`config.mk`:
```
export PLATFORM = sky130hd
export DESIGN_NAME = jtframe_vtgen_flat
export DESIGN_NICKNAME = d
export VERILOG_FILES = /design/src/rtl/jtframe_video_pkg.sv /design/src/rtl/jtframe_vtgen_if.sv /design/src/rtl/jtframe_vtgen_win.sv /design/src/rtl/jtframe_vtgen.sv /design/src/flat_wrapper.sv
export SDC_FILE = /design/constraint.sdc
export NUM_CORES = 1
export LEC_CHECK = 0
export BUFFER_PORTS_ARGS = -buffer_cell sky130_fd_sc_hd__clkbuf_2
export CAP_MARGIN = 20
export CELL_PAD_IN_SITES_DETAIL_PLACEMENT = 2
export CELL_PAD_IN_SITES_GLOBAL_PLACEMENT = 2
export CORE_MARGIN = 2
export CORE_UTILIZATION = 31
export CTS_CLUSTER_SIZE = 8
export DETAILED_ROUTE_END_ITERATION = 6
export PLACE_DENSITY = 0.78
export SLEW_MARGIN = 20
export SYNTH_ARGS = -nofsm -noshare
export SYNTH_HDL_FRONTEND = slang
export SYNTH_SLANG_ARGS = --single-unit
```
`constraint.sdc`:
```
create_clock -name clk -period 2.9 [get_ports clk]
set_input_delay 0.87 -clock clk [delete_from_list [all_inputs] [get_ports clk]]
set_output_delay 0.87 -clock clk [all_outputs]
set_load 0.02 [all_outputs]
```
`src/rtl/jtframe_video_pkg.sv`:
```
`default_nettype none
// ============================================================================
// Module   : jtframe_video_pkg
// Brief    : Default 384x264 raster timing and sync_bus bit positions.
// Revision : 1.0
// ============================================================================
package jtframe_video_pkg;

  localparam int c_hw       = 9;
  localparam int c_vw       = 9;
  localparam int c_h_start  = 0;
  localparam int c_h_end    = 383;
  localparam int c_hb_start = 256;
  localparam int c_hb_end   = 0;
  localparam int c_hs_start = 288;
  localparam int c_hs_end   = 320;
  localparam int c_v_start  = 0;
  localparam int c_v_end    = 263;
  localparam int c_vb_start = 224;
  localparam int c_vb_end   = 0;
  localparam int c_vs_start = 240;
  localparam int c_vs_end   = 244;

  localparam int c_sync_w   = 5;
  localparam int c_sb_lhbl  = 4;
  localparam int c_sb_lvbl  = 3;
  localparam int c_sb_hs    = 2;
  localparam int c_sb_vs    = 1;
  localparam int c_sb_frame = 0;

  // Half-open [s,e) window; s>e wraps around the counter end, s==e is empty.
  function automatic logic in_window(input logic [31:0] v,
                                     input logic [31:0] s,
                                     input logic [31:0] e);
    if (s == e)     return 1'b0;
    else if (s < e) return (v >= s) && (v < e);
    else            return (v >= s) || (v < e);
  endfunction

endpackage
`default_nettype wire

```
`src/rtl/jtframe_vtgen_if.sv`:
```
`default_nettype none
// ============================================================================
// Module   : jtframe_vtgen_if
// Brief    : Pixel enable in, raster counters and sync flags out.
// Revision : 1.0
// ============================================================================
interface jtframe_vtgen_if #(
  parameter int HW = 9,
  parameter int VW = 9
);
  logic          pxl_cen;
  logic [HW-1:0] H;
  logic [VW-1:0] V;
  logic          LHBL;
  logic          LVBL;
  logic          HS;
  logic          VS;
  logic          frame;
  logic [4:0]    sync_bus;

  modport master (
    input  pxl_cen,
    output H, V, LHBL, LVBL, HS, VS, frame, sync_bus
  );

  modport slave (
    output pxl_cen,
    input  H, V, LHBL, LVBL, HS, VS, frame, sync_bus
  );
endinterface
`default_nettype wire

```
`src/rtl/jtframe_vtgen_win.sv`:
```
`default_nettype none
// ============================================================================
// Module   : jtframe_vtgen_win
// Brief    : Registered in-window flag for a counter value, wrap-aware.
// Revision : 1.0
// ============================================================================
module jtframe_vtgen_win
  import jtframe_video_pkg::*;
#(
  parameter int W          = 9,
  parameter int START      = 0,
  parameter int END        = 0,
  parameter bit ACTIVE_LOW = 1'b0
) (
  input  wire logic         clk,
  input  wire logic         rst,
  input  wire logic         cen,
  input  wire logic         en,
  input  wire logic [W-1:0] value,
  output logic              flag
);

  logic w_in;

  assign w_in = in_window(32'(value), 32'(START), 32'(END));

  // Blanking flags are active-low, so the window result is inverted there.
  always_ff @(posedge clk) begin
    if (rst)
      flag <= 1'b0;
    else if (cen && en)
      flag <= w_in ^ ACTIVE_LOW;
  end

endmodule
`default_nettype wire

```
`src/rtl/jtframe_vtgen.sv`:
```
`default_nettype none
// ============================================================================
// Module   : jtframe_vtgen
// Brief    : Free-running H/V raster counters with blank, sync, frame flags.
// Revision : 1.0
// ============================================================================
module jtframe_vtgen
  import jtframe_video_pkg::*;
#(
  parameter int HW       = c_hw,
  parameter int VW       = c_vw,
  parameter int H_START  = c_h_start,
  parameter int H_END    = c_h_end,
  parameter int HB_START = c_hb_start,
  parameter int HB_END   = c_hb_end,
  parameter int HS_START = c_hs_start,
  parameter int HS_END   = c_hs_end,
  parameter int V_START  = c_v_start,
  parameter int V_END    = c_v_end,
  parameter int VB_START = c_vb_start,
  parameter int VB_END   = c_vb_end,
  parameter int VS_START = c_vs_start,
  parameter int VS_END   = c_vs_end
) (
  input wire logic        clk,
  input wire logic        rst,
  jtframe_vtgen_if.master vt
);

  generate
    if (H_START > H_END || H_END >= (1 << HW) ||
        V_START > V_END || V_END >= (1 << VW)) begin : g_param_bad
      $error("jtframe_vtgen: need H_START<=H_END<2**HW and V_START<=V_END<2**VW");
    end
  endgenerate

  logic [HW-1:0]       r_h;
  logic [VW-1:0]       r_v;
  logic                r_frame;
  logic [HW-1:0]       w_h_next;
  logic [VW-1:0]       w_v_next;
  logic                w_hwrap;
  logic                w_cen;
  logic                w_lhbl;
  logic                w_lvbl;
  logic                w_hs;
  logic                w_vs;
  logic [c_sync_w-1:0] w_sync;

  assign w_cen = vt.pxl_cen;

  always_comb begin
    w_hwrap  = (r_h == HW'(H_END));
    w_h_next = w_hwrap ? HW'(H_START) : r_h + 1'b1;
    w_v_next = r_v;
    if (w_hwrap)
      w_v_next = (r_v == VW'(V_END)) ? VW'(V_START) : r_v + 1'b1;
  end

  always_ff @(posedge clk) begin
    if (rst) begin
      r_h     <= HW'(H_START);
      r_v     <= VW'(V_START);
      r_frame <= 1'b0;
    end else if (w_cen) begin
      r_h     <= w_h_next;
      r_v     <= w_v_next;
      // Only a wrap can land on the frame origin; reset release steps past it.
      r_frame <= (w_h_next == HW'(H_START)) && (w_v_next == VW'(V_START));
    end
  end

  jtframe_vtgen_win #(.W(HW), .START(HB_START), .END(HB_END), .ACTIVE_LOW(1'b1)) u_lhbl (
    .clk(clk), .rst(rst), .cen(w_cen), .en(1'b1), .value(w_h_next), .flag(w_lhbl)
  );

  jtframe_vtgen_win #(.W(VW), .START(VB_START), .END(VB_END), .ACTIVE_LOW(1'b1)) u_lvbl (
    .clk(clk), .rst(rst), .cen(w_cen), .en(1'b1), .value(w_v_next), .flag(w_lvbl)
  );

  jtframe_vtgen_win #(.W(HW), .START(HS_START), .END(HS_END), .ACTIVE_LOW(1'b0)) u_hs (
    .clk(clk), .rst(rst), .cen(w_cen), .en(1'b1), .value(w_h_next), .flag(w_hs)
  );

  // VS only re-evaluates on the HS leading edge so both syncs change together.
  jtframe_vtgen_win #(.W(VW), .START(VS_START), .END(VS_END), .ACTIVE_LOW(1'b0)) u_vs (
    .clk(clk), .rst(rst), .cen(w_cen), .en(w_h_next == HW'(HS_START)),
    .value(w_v_next), .flag(w_vs)
  );

  always_comb begin
    w_sync             = '0;
    w_sync[c_sb_lhbl]  = w_lhbl;
    w_sync[c_sb_lvbl]  = w_lvbl;
    w_sync[c_sb_hs]    = w_hs;
    w_sync[c_sb_vs]    = w_vs;
    w_sync[c_sb_frame] = r_frame;
  end

  assign vt.H        = r_h;
  assign vt.V        = r_v;
  assign vt.LHBL     = w_lhbl;
  assign vt.LVBL     = w_lvbl;
  assign vt.HS       = w_hs;
  assign vt.VS       = w_vs;
  assign vt.frame    = r_frame;
  assign vt.sync_bus = w_sync;

endmodule
`default_nettype wire

```
`src/flat_wrapper.sv`:
```
// flat-port wrapper written by rule: the top's interface ports become plain ports
module jtframe_vtgen_flat import jtframe_video_pkg::*;
#(
  parameter int HW       = c_hw,
  parameter int VW       = c_vw,
  parameter int H_START  = c_h_start,
  parameter int H_END    = c_h_end,
  parameter int HB_START = c_hb_start,
  parameter int HB_END   = c_hb_end,
  parameter int HS_START = c_hs_start,
  parameter int HS_END   = c_hs_end,
  parameter int V_START  = c_v_start,
  parameter int V_END    = c_v_end,
  parameter int VB_START = c_vb_start,
  parameter int VB_END   = c_vb_end,
  parameter int VS_START = c_vs_start,
  parameter int VS_END   = c_vs_end
)
  (clk, rst, vt_pxl_cen, vt_H, vt_V, vt_LHBL, vt_LVBL, vt_HS, vt_VS, vt_frame, vt_sync_bus);
  jtframe_vtgen_if #(.HW(HW), .VW(VW)) vt_i ();
  input wire logic clk;
  input wire logic rst;
  input wire logic [$bits(vt_i.pxl_cen)-1:0] vt_pxl_cen;
  output wire logic [$bits(vt_i.H)-1:0] vt_H;
  output wire logic [$bits(vt_i.V)-1:0] vt_V;
  output wire logic [$bits(vt_i.LHBL)-1:0] vt_LHBL;
  output wire logic [$bits(vt_i.LVBL)-1:0] vt_LVBL;
  output wire logic [$bits(vt_i.HS)-1:0] vt_HS;
  output wire logic [$bits(vt_i.VS)-1:0] vt_VS;
  output wire logic [$bits(vt_i.frame)-1:0] vt_frame;
  output wire logic [$bits(vt_i.sync_bus)-1:0] vt_sync_bus;
  assign vt_i.pxl_cen = vt_pxl_cen;
  assign vt_H = vt_i.H;
  assign vt_V = vt_i.V;
  assign vt_LHBL = vt_i.LHBL;
  assign vt_LVBL = vt_i.LVBL;
  assign vt_HS = vt_i.HS;
  assign vt_VS = vt_i.VS;
  assign vt_frame = vt_i.frame;
  assign vt_sync_bus = vt_i.sync_bus;
  jtframe_vtgen #(.HW(HW), .VW(VW), .H_START(H_START), .H_END(H_END), .HB_START(HB_START), .HB_END(HB_END), .HS_START(HS_START), .HS_END(HS_END), .V_START(V_START), .V_END(V_END), .VB_START(VB_START), .VB_END(VB_END), .VS_START(VS_START), .VS_END(VS_END)) u_core (.clk(clk), .rst(rst), .vt(vt_i));
endmodule
```
Word-level counts from Yosys, hierarchy flattened
Index checks and enable logic that the tools add are counted.
{"block": "totals", "elab_cells": 29, "regBits": 23, "output_inout_bits": 28}
{"block": "op_classes", "eq_ne": 3, "n_lt_le_gt_ge": 6, "addsub": 2, "bitwise_logic": 2, "n_reduce_logical": 6, "muxes": 3}
{"op": "$eq 9x9->1 const B", "count": 3}
{"op": "$mux 9", "count": 3}
{"op": "$add 9x1->9 const B", "count": 2}
{"op": "$ge 9x8->1 const B", "count": 2}
{"op": "$ge 9x9->1 const B", "count": 2}
{"op": "$logic_not 9->1", "count": 2}
{"op": "$lt 9x8->1 const B", "count": 1}
{"op": "$lt 9x9->1 const B", "count": 1}
{"op": "$logic_and 1x1->1", "count": 4}
{"op": "$not 1->1", "count": 2}

Longest topological paths before layout
{"block": "depth", "word_depth": 5, "mapped_depth": 8, "ltp_nobuf": 7}

By module
Synthesis repeated with hierarchy kept, for this count alone.
{"block": "unflattened", "hier_cells": 217, "hier_area_um2": 1700.4}
{"mod": "jtframe_vtgen", "n_inst": 1, "area_per_inst_um2": 1495.2, "seq_area_each_um2": 380.4, "cells_each": 194}
{"mod": "jtframe_vtgen_win (u_core.u_hs)", "n_inst": 1, "area_per_inst_um2": 62.6, "seq_area_each_um2": 20.0, "cells_each": 6}
{"mod": "jtframe_vtgen_win (u_core.u_vs)", "n_inst": 1, "area_per_inst_um2": 56.3, "seq_area_each_um2": 20.0, "cells_each": 8}
{"mod": "jtframe_vtgen_win (u_core.u_lvbl)", "n_inst": 1, "area_per_inst_um2": 52.6, "seq_area_each_um2": 20.0, "cells_each": 6}
{"mod": "jtframe_vtgen_win (u_core.u_lhbl)", "n_inst": 1, "area_per_inst_um2": 33.8, "seq_area_each_um2": 20.0, "cells_each": 3}

Least setup slack after synthesis
Ideal clock, no wire load.
{"block": "synth_timing", "path_type": "reg2reg", "from": "register u_core.r_v[0] (netlist: u_core.vt.V[0])", "to": "register u_core.u_vs.flag", "stages_incl_launch_ff": 8, "arrival_ns": 2.147, "setup_time_ns": 0.096, "t_required_ns": 2.804, "path_slack_ns": 0.657, "synth_period_minus_slack_ns": 2.243, "cell_sequence": "dfxtp_1 -> ha_1 -> nand3_2 -> or3_1 -> and3_4 -> a211oi_4 -> nand3_2 -> o41ai_2"}
{"block": "synth_via", "elab_chain_cells": 5, "elab_cells_between_ends": 7, "classes_between": "add/sub: 1; order compare: 2; eq/ne: 1; mux: 2; reduce/logical: 1"}
{"element": "from (decl)", "line": "jtframe_vtgen.sv:38", "rtl": "logic [VW-1:0] r_v;"}
{"element": "from (signal assigned)", "line": "jtframe_vtgen.sv:63", "rtl": "r_v <= VW'(V_START);"}
{"element": "from (signal assigned)", "line": "jtframe_vtgen.sv:67", "rtl": "r_v <= w_v_next;"}
{"element": "$add 9x1->9 or $eq 9x9->1 (tied branches)", "line": "jtframe_vtgen.sv:57", "rtl": "w_v_next = (r_v == VW'(V_END)) ? VW'(V_START) : r_v + 1'b1;"}
{"element": "$mux 9", "line": "jtframe_vtgen.sv:57"}
{"element": "$mux 9 (*)", "line": "jtframe_vtgen.sv:56", "rtl": "if (w_hwrap)"}
{"element": "$ge 9x8->1 or $lt 9x8->1 (tied branches)"}
{"element": "$logic_and 1x1->1 (*)", "line": "jtframe_video_pkg.sv:36", "rtl": "else if (s < e) return (v >= s) && (v < e);"}
{"element": "to (signal assigned)", "line": "jtframe_vtgen_win.sv:32", "rtl": "flag <= w_in ^ ACTIVE_LOW;"}
{"element": "to (decl)", "line": "jtframe_vtgen_win.sv:20", "rtl": "output logic flag"}
Every way passes the cells marked *; elsewhere a longest branch is shown, timed or not.
A chain may end at the register's enable or synchronous reset.

Worst setup path in the final report
{"block": "layout_timing", "from": "register u_core.r_h[0] (netlist: u_core.vt.H[0])", "to": "register u_core.u_vs.flag"}
{"block": "layout_via", "elab_chain_cells": 4, "elab_cells_between_ends": 9, "classes_between": "add/sub: 1; order compare: 2; eq/ne: 2; mux: 2; reduce/logical: 2"}
{"element": "from (decl)", "line": "jtframe_vtgen.sv:37", "rtl": "logic [HW-1:0] r_h;"}
{"element": "from (signal assigned)", "line": "jtframe_vtgen.sv:62", "rtl": "r_h <= HW'(H_START);"}
{"element": "from (signal assigned)", "line": "jtframe_vtgen.sv:66", "rtl": "r_h <= w_h_next;"}
{"element": "$add 9x1->9 or $eq 9x9->1 (tied branches)", "line": "jtframe_vtgen.sv:54, jtframe_vtgen.sv:53"}
{"element": "$mux 9, on equally long branches", "line": "jtframe_vtgen.sv:54, jtframe_vtgen.sv:56"}
{"element": "$eq 9x9->1, or another cell as far along", "line": "jtframe_vtgen.sv:87", "rtl": ".clk(clk), .rst(rst), .cen(w_cen), .en(w_h_next == HW'(HS_START)),"}
{"element": "$logic_and 1x1->1, on equally long branches", "line": "jtframe_vtgen_win.sv:31, jtframe_video_pkg.sv:36"}
Parallel ways exist; a longest one is shown, timed or not.

==> key figures <==
Yosys
  – Yosys warns: 0
  – #FFs+latches synth: 23
  – Synthesized area per cell: between 7 and 8 um2
  – Synth cell types: 45
  – Synth async-reset ratio: 0%
  – Post-Syn Area: 0.001545 mm2
  – Register area share after synthesis: 29.80%
  – Synth Area in XOR/XNOR: under 10%
  – Top_reg_cell synth: dfxtp_1
  – Synth Area in Compound Gates: 12.63%
  – Multiplexer area fraction after synthesis: 5.344%
  – Syn_nets: 200
  – Largest family of logic cells by synthesized area: simple AND/OR/NAND/NOR gates
  – Simple-gate share of the synthesized area: between 30% and 40%
  – Synth Area in Adders: just over 3%
  – Post-synth EDFFs: 0
  – Post-synthesis cell count: between 150 and 200

Run
  – Max Cap Viol: 0

Placed design
  – Placed cell count: between 200 and 300
  – Placed cell area: 0.001690 mm2
  – Routability Congestion: 0.7857
  – Pre-CTS setup slack: approximately 0.52 ns
  – Detailed Place HPWL: ~3.3 mm
  – I/O Buffers: 30

Power
  – Pleak: approximately 0.66 nW
  – Combinational share of power: about 9.1%
  – Net Sw Frac: approximately 27%
  – Sequential group share of total power: ~55%
  – Pwr dens: around 350 mW/mm2
  – Maximum vdd ir drop: ~0.15 mV
  – NetSw: 0.0001645 W
  – Clk network pwr share: 35.7%
  – Pint: ~0.00044 W

Drt
  – Post-DRT Antenna Nets: 0
  – Iteration count of the initial detailed-routing pass: 4
  – Drt drc: 0
  – Vias after detailed routing: 1,467
  – DR iter-0 viols: 68
  – Vias/cell: between 5 and 6
  – Post-detailed-route wirelength per cell: about 16 um
  – WL final: 4.433 mm

Timing
  – Setup TNS Final: 0 ns
  – Final period utilization: slightly above 80%
  – Final setup vio count: 0
  – Fin worst setup slack: approximately 0.5 ns
  – Min Tclk post-route: 2.394 ns
  – RSZ-0062 raised after global routing: no
  – Max Freq: 0.4178 GHz
  – Slew @ Worst Pin: approximately 0.5 ns
  – Worst Skew: slightly above 0.007 ns
  – Final Hold Fails: 0
  – Relative slew margins: 65.78%
  – Slew Viols, Final: 0

Layout
  – Post-Layout Cell Count: roughly 280
  – Finished Core Util: between 30% and 40%
  – Post-route cell area: about 0.0017 mm2
  – Fillcell total: 593
  – Final net count: about 220
  – Area growth from synthesis to layout: 12.31%
  – Share of layout cells above drive strength 1: about 22%
  – Ant. Diodes: 0

Global route
  – Initial antenna violation count: 0
  – Pin count of the biggest net entering global routing: 25
  – First-pass GRT wire length: roughly 7.4 mm
  – GRT Util Overall: 17.15%
  – GRT overflow: 0
  – Via count of the first global-routing pass: ~1,400

Clock tree
  – CTS root buffer: clkbuf_8
  – Clock Sink Count: 23
  – Post-CTS Setup Bufs: 0
  – Total clock buffers created by CTS: 3
  – CTS tree: done
  – Max Root-Sink Buffers: 2
  – CTS H-tree lvls: 1
  – Post-CTS Resized: 0
  – Worst-skew pair later-pin latency: roughly 0.27 ns
  – Clock Pin Slew Worst Setup and Hold Paths: 0.10 ns
  – Hold Buf Count CTS: 0

Worst hold path
  – Hold Crit Class: reg -> reg
  – HP Start: u_core.u_lvbl.flag
  – WHS Path Cells: 2
  – Worst Hold End: u_core.u_lvbl.flag

Floorplanning
  – Die area: approximately 0.0056 mm2
  – Top Ports: 31
  – Starting density of the core: about 32%
  – Die Ht: about 75 um
  – Core ar.: ~0.0048 mm2
  – Row cnt: 25
  – Die width: 74.60 um

Setup path
  – Arr. time, crit path: 2.57 ns
  – WS Path Type: reg -> reg
  – Top cell family by delay on the critical path: compound AO/OA/AOI/OAI gates
  – Critical path's largest stage delay: approximately 0.5 ns
  – FF-to-FF setup slack: slightly above 0.5 ns
  – Worst-path fanout max: 9
  – Crit-path cells: ha_1, nand4_1, o311ai_0, o2111ai_1, nor3_1, nand3_2, o41ai_2
  – CP Data Required Time: between 3 and 4 ns
  – Reg2Reg Depth: 7
  – Slowest-stage cell, CP: dfxtp_1
  – Worst setup EP type: register
  – Reg2reg end: u_core.u_vs.flag
  – RR Startpoint: u_core.vt.H[0]
  – Worst Path Buf+Inv: 0
  – Startpoint types: register

Outcome
  – Outcome: complete, no violations
-- cells in the final DEF (no fill, tap or decap), types with 3 or more instances in the layout --
cell type	count
nand3_1	12
nor2b_1	3
nand2_1	16
nand4_1	9
xor2_1	8
clkbuf_8	3
mux2i_1	6
o21ai_0	4
nand2b_1	3
clkbuf_2	30
a211oi_1	3
o31ai_1	3
nor3_1	8
ha_1	3
buf_4	3
xnor2_1	8
dfxtp_1	23
nor2_1	25
a21oi_1	8
-- how the worst max path moves through the flow --
| stage | start | endpoint | slack [ns] | cells past startpoint |
|---|---|---|---|---|
| after global routing | u_core.vt.H[0] | u_core.u_vs.flag | 0.25 | 7 |
| final | u_core.vt.H[0] | u_core.u_vs.flag | 0.51 | 7 |
| after CTS | u_core.vt.V[0] | u_core.u_vs.flag | 0.49 | 7 |
| after floorplan | u_core.vt.V[0] | u_core.u_vs.flag | 0.66 | 7 |
| after detailed placement | u_core.vt.V[0] | u_core.u_vs.flag | 0.52 | 7 |
| after global placement | u_core.vt.V[0] | u_core.u_vs.flag | 0.57 | 7 |
-- power groups by stage --
stage | logic (W) | registers, W | clock network (W)
2_1_floorplan | 0.0000344 | 0.000347 | 0
3_3_place_gp | 0.0000552 | 0.000341 | 0
3_5_place_dp | 0.0000558 | 0.000342 | 0
4_1_cts | 0.0000563 | 0.000334 | 0.000228
5_1_grt | 0.0000611 | 0.000336 | 0.000234
6_report | 0.0000549 | 0.000334 | 0.000216
-- Yosys cell counts, drive strengths merged, types with 2 or more instances --
| cell type | count | share of area [%] |
|---|---|---|
| nand4 | 9 | 3.6 |
| nand2b | 3 | 1.2 |
| dfxtp | 23 | 30 |
| and4 | 2 | 1.2 |
| o31ai | 3 | 1.5 |
| mux2 | 2 | 1.5 |
| a211oi | 4 | 2.8 |
| clkbuf | 8 | 1.9 |
| ha | 3 | 2.4 |
| nor2b | 3 | 1.2 |
| nor3 | 8 | 2.6 |
| a21oi | 8 | 2.6 |
| and3 | 3 | 1.5 |
| nand2 | 16 | 3.9 |
| a31oi | 2 | 0.81 |
| nor3b | 2 | 0.97 |
| nand3 | 14 | 5.2 |
| and2 | 2 | 0.81 |
| o21ai | 4 | 1.3 |
| xor2 | 8 | 4.5 |
| a311oi | 2 | 1.1 |
| xnor2 | 8 | 4.5 |
| nor2 | 26 | 6.5 |
| buf | 12 | 5.3 |
| mux2i | 6 | 3.9 |
-- worst register-to-register path, cell delays in order (launching register included) --
cell	delay, ns
dfxtp_1	0.49
ha_1	0.33
nand4_1	0.31
o311ai_0	0.21
o2111ai_1	0.24
nor3_1	0.26
nand3_2	0.12
o41ai_2	0.34
-- area by class of cell --
| cell class | instances | area, um2 | share of cell area, % |
|---|---|---|---|
| flip-flops and latches | 23 | 460.4 | 26.53 |
| well taps | 67 | 83.83 | 4.831 |
| inverters | 1 | 3.754 | 0.2163 |
| multi-input cells | 150 | 969.7 | 55.88 |
| clock buffers | 4 | 45.04 | 2.596 |
| repair buffers | 33 | 172.7 | 9.950 |
-- logic make-up (layout without fill, tap and decap cells) --
| logic type | count (synthesis) | after routing |
|---|---|---|
| DFF | 23 | 23 |
| xor gates and xnor gates | 16 | 16 |
| muxes | 8 | 8 |
| and+or+nand+nor | 95 | 95 |
| buffers and inverters | 21 | 38 |
| adders and majority gates | 4 | 4 |
| AOI/OAI and AO/OA | 27 | 27 |
-- layer usage --
metal  GRT usage (%)  wire, um  vias up
li1                -         -      721
met2           25.96      2025       24
met4           6.151        49        0
met5               0         0        -
met3           2.304       104        4
met1           24.82      2253      718
-- sequential cells by signal, summed over array words and instances, names as in the netlist --
| signal | flops |
|---|---|
| u_core.u_lvbl.flag | 1 |
| u_core.u_lhbl.flag | 1 |
| u_core.vt.V | 9 |
| u_core.vt.frame | 1 |
| u_core.u_hs.flag | 1 |
| u_core.vt.H | 9 |
| u_core.u_vs.flag | 1 |
-- per-stage QoR --
stage | power, W | hold WS, ns
6_report | 0.0006057 | 0.4882
5_1_grt | 0.0006316 | 0.5328
4_1_cts | 0.0006191 | 0.5021
3_5_place_dp | 0.0003975 | 0.4884
3_3_place_gp | 0.0003959 | 0.4704
2_1_floorplan | 0.0003812 | 0.5559
No activity file was read; power rests on OpenSTA's default activity.
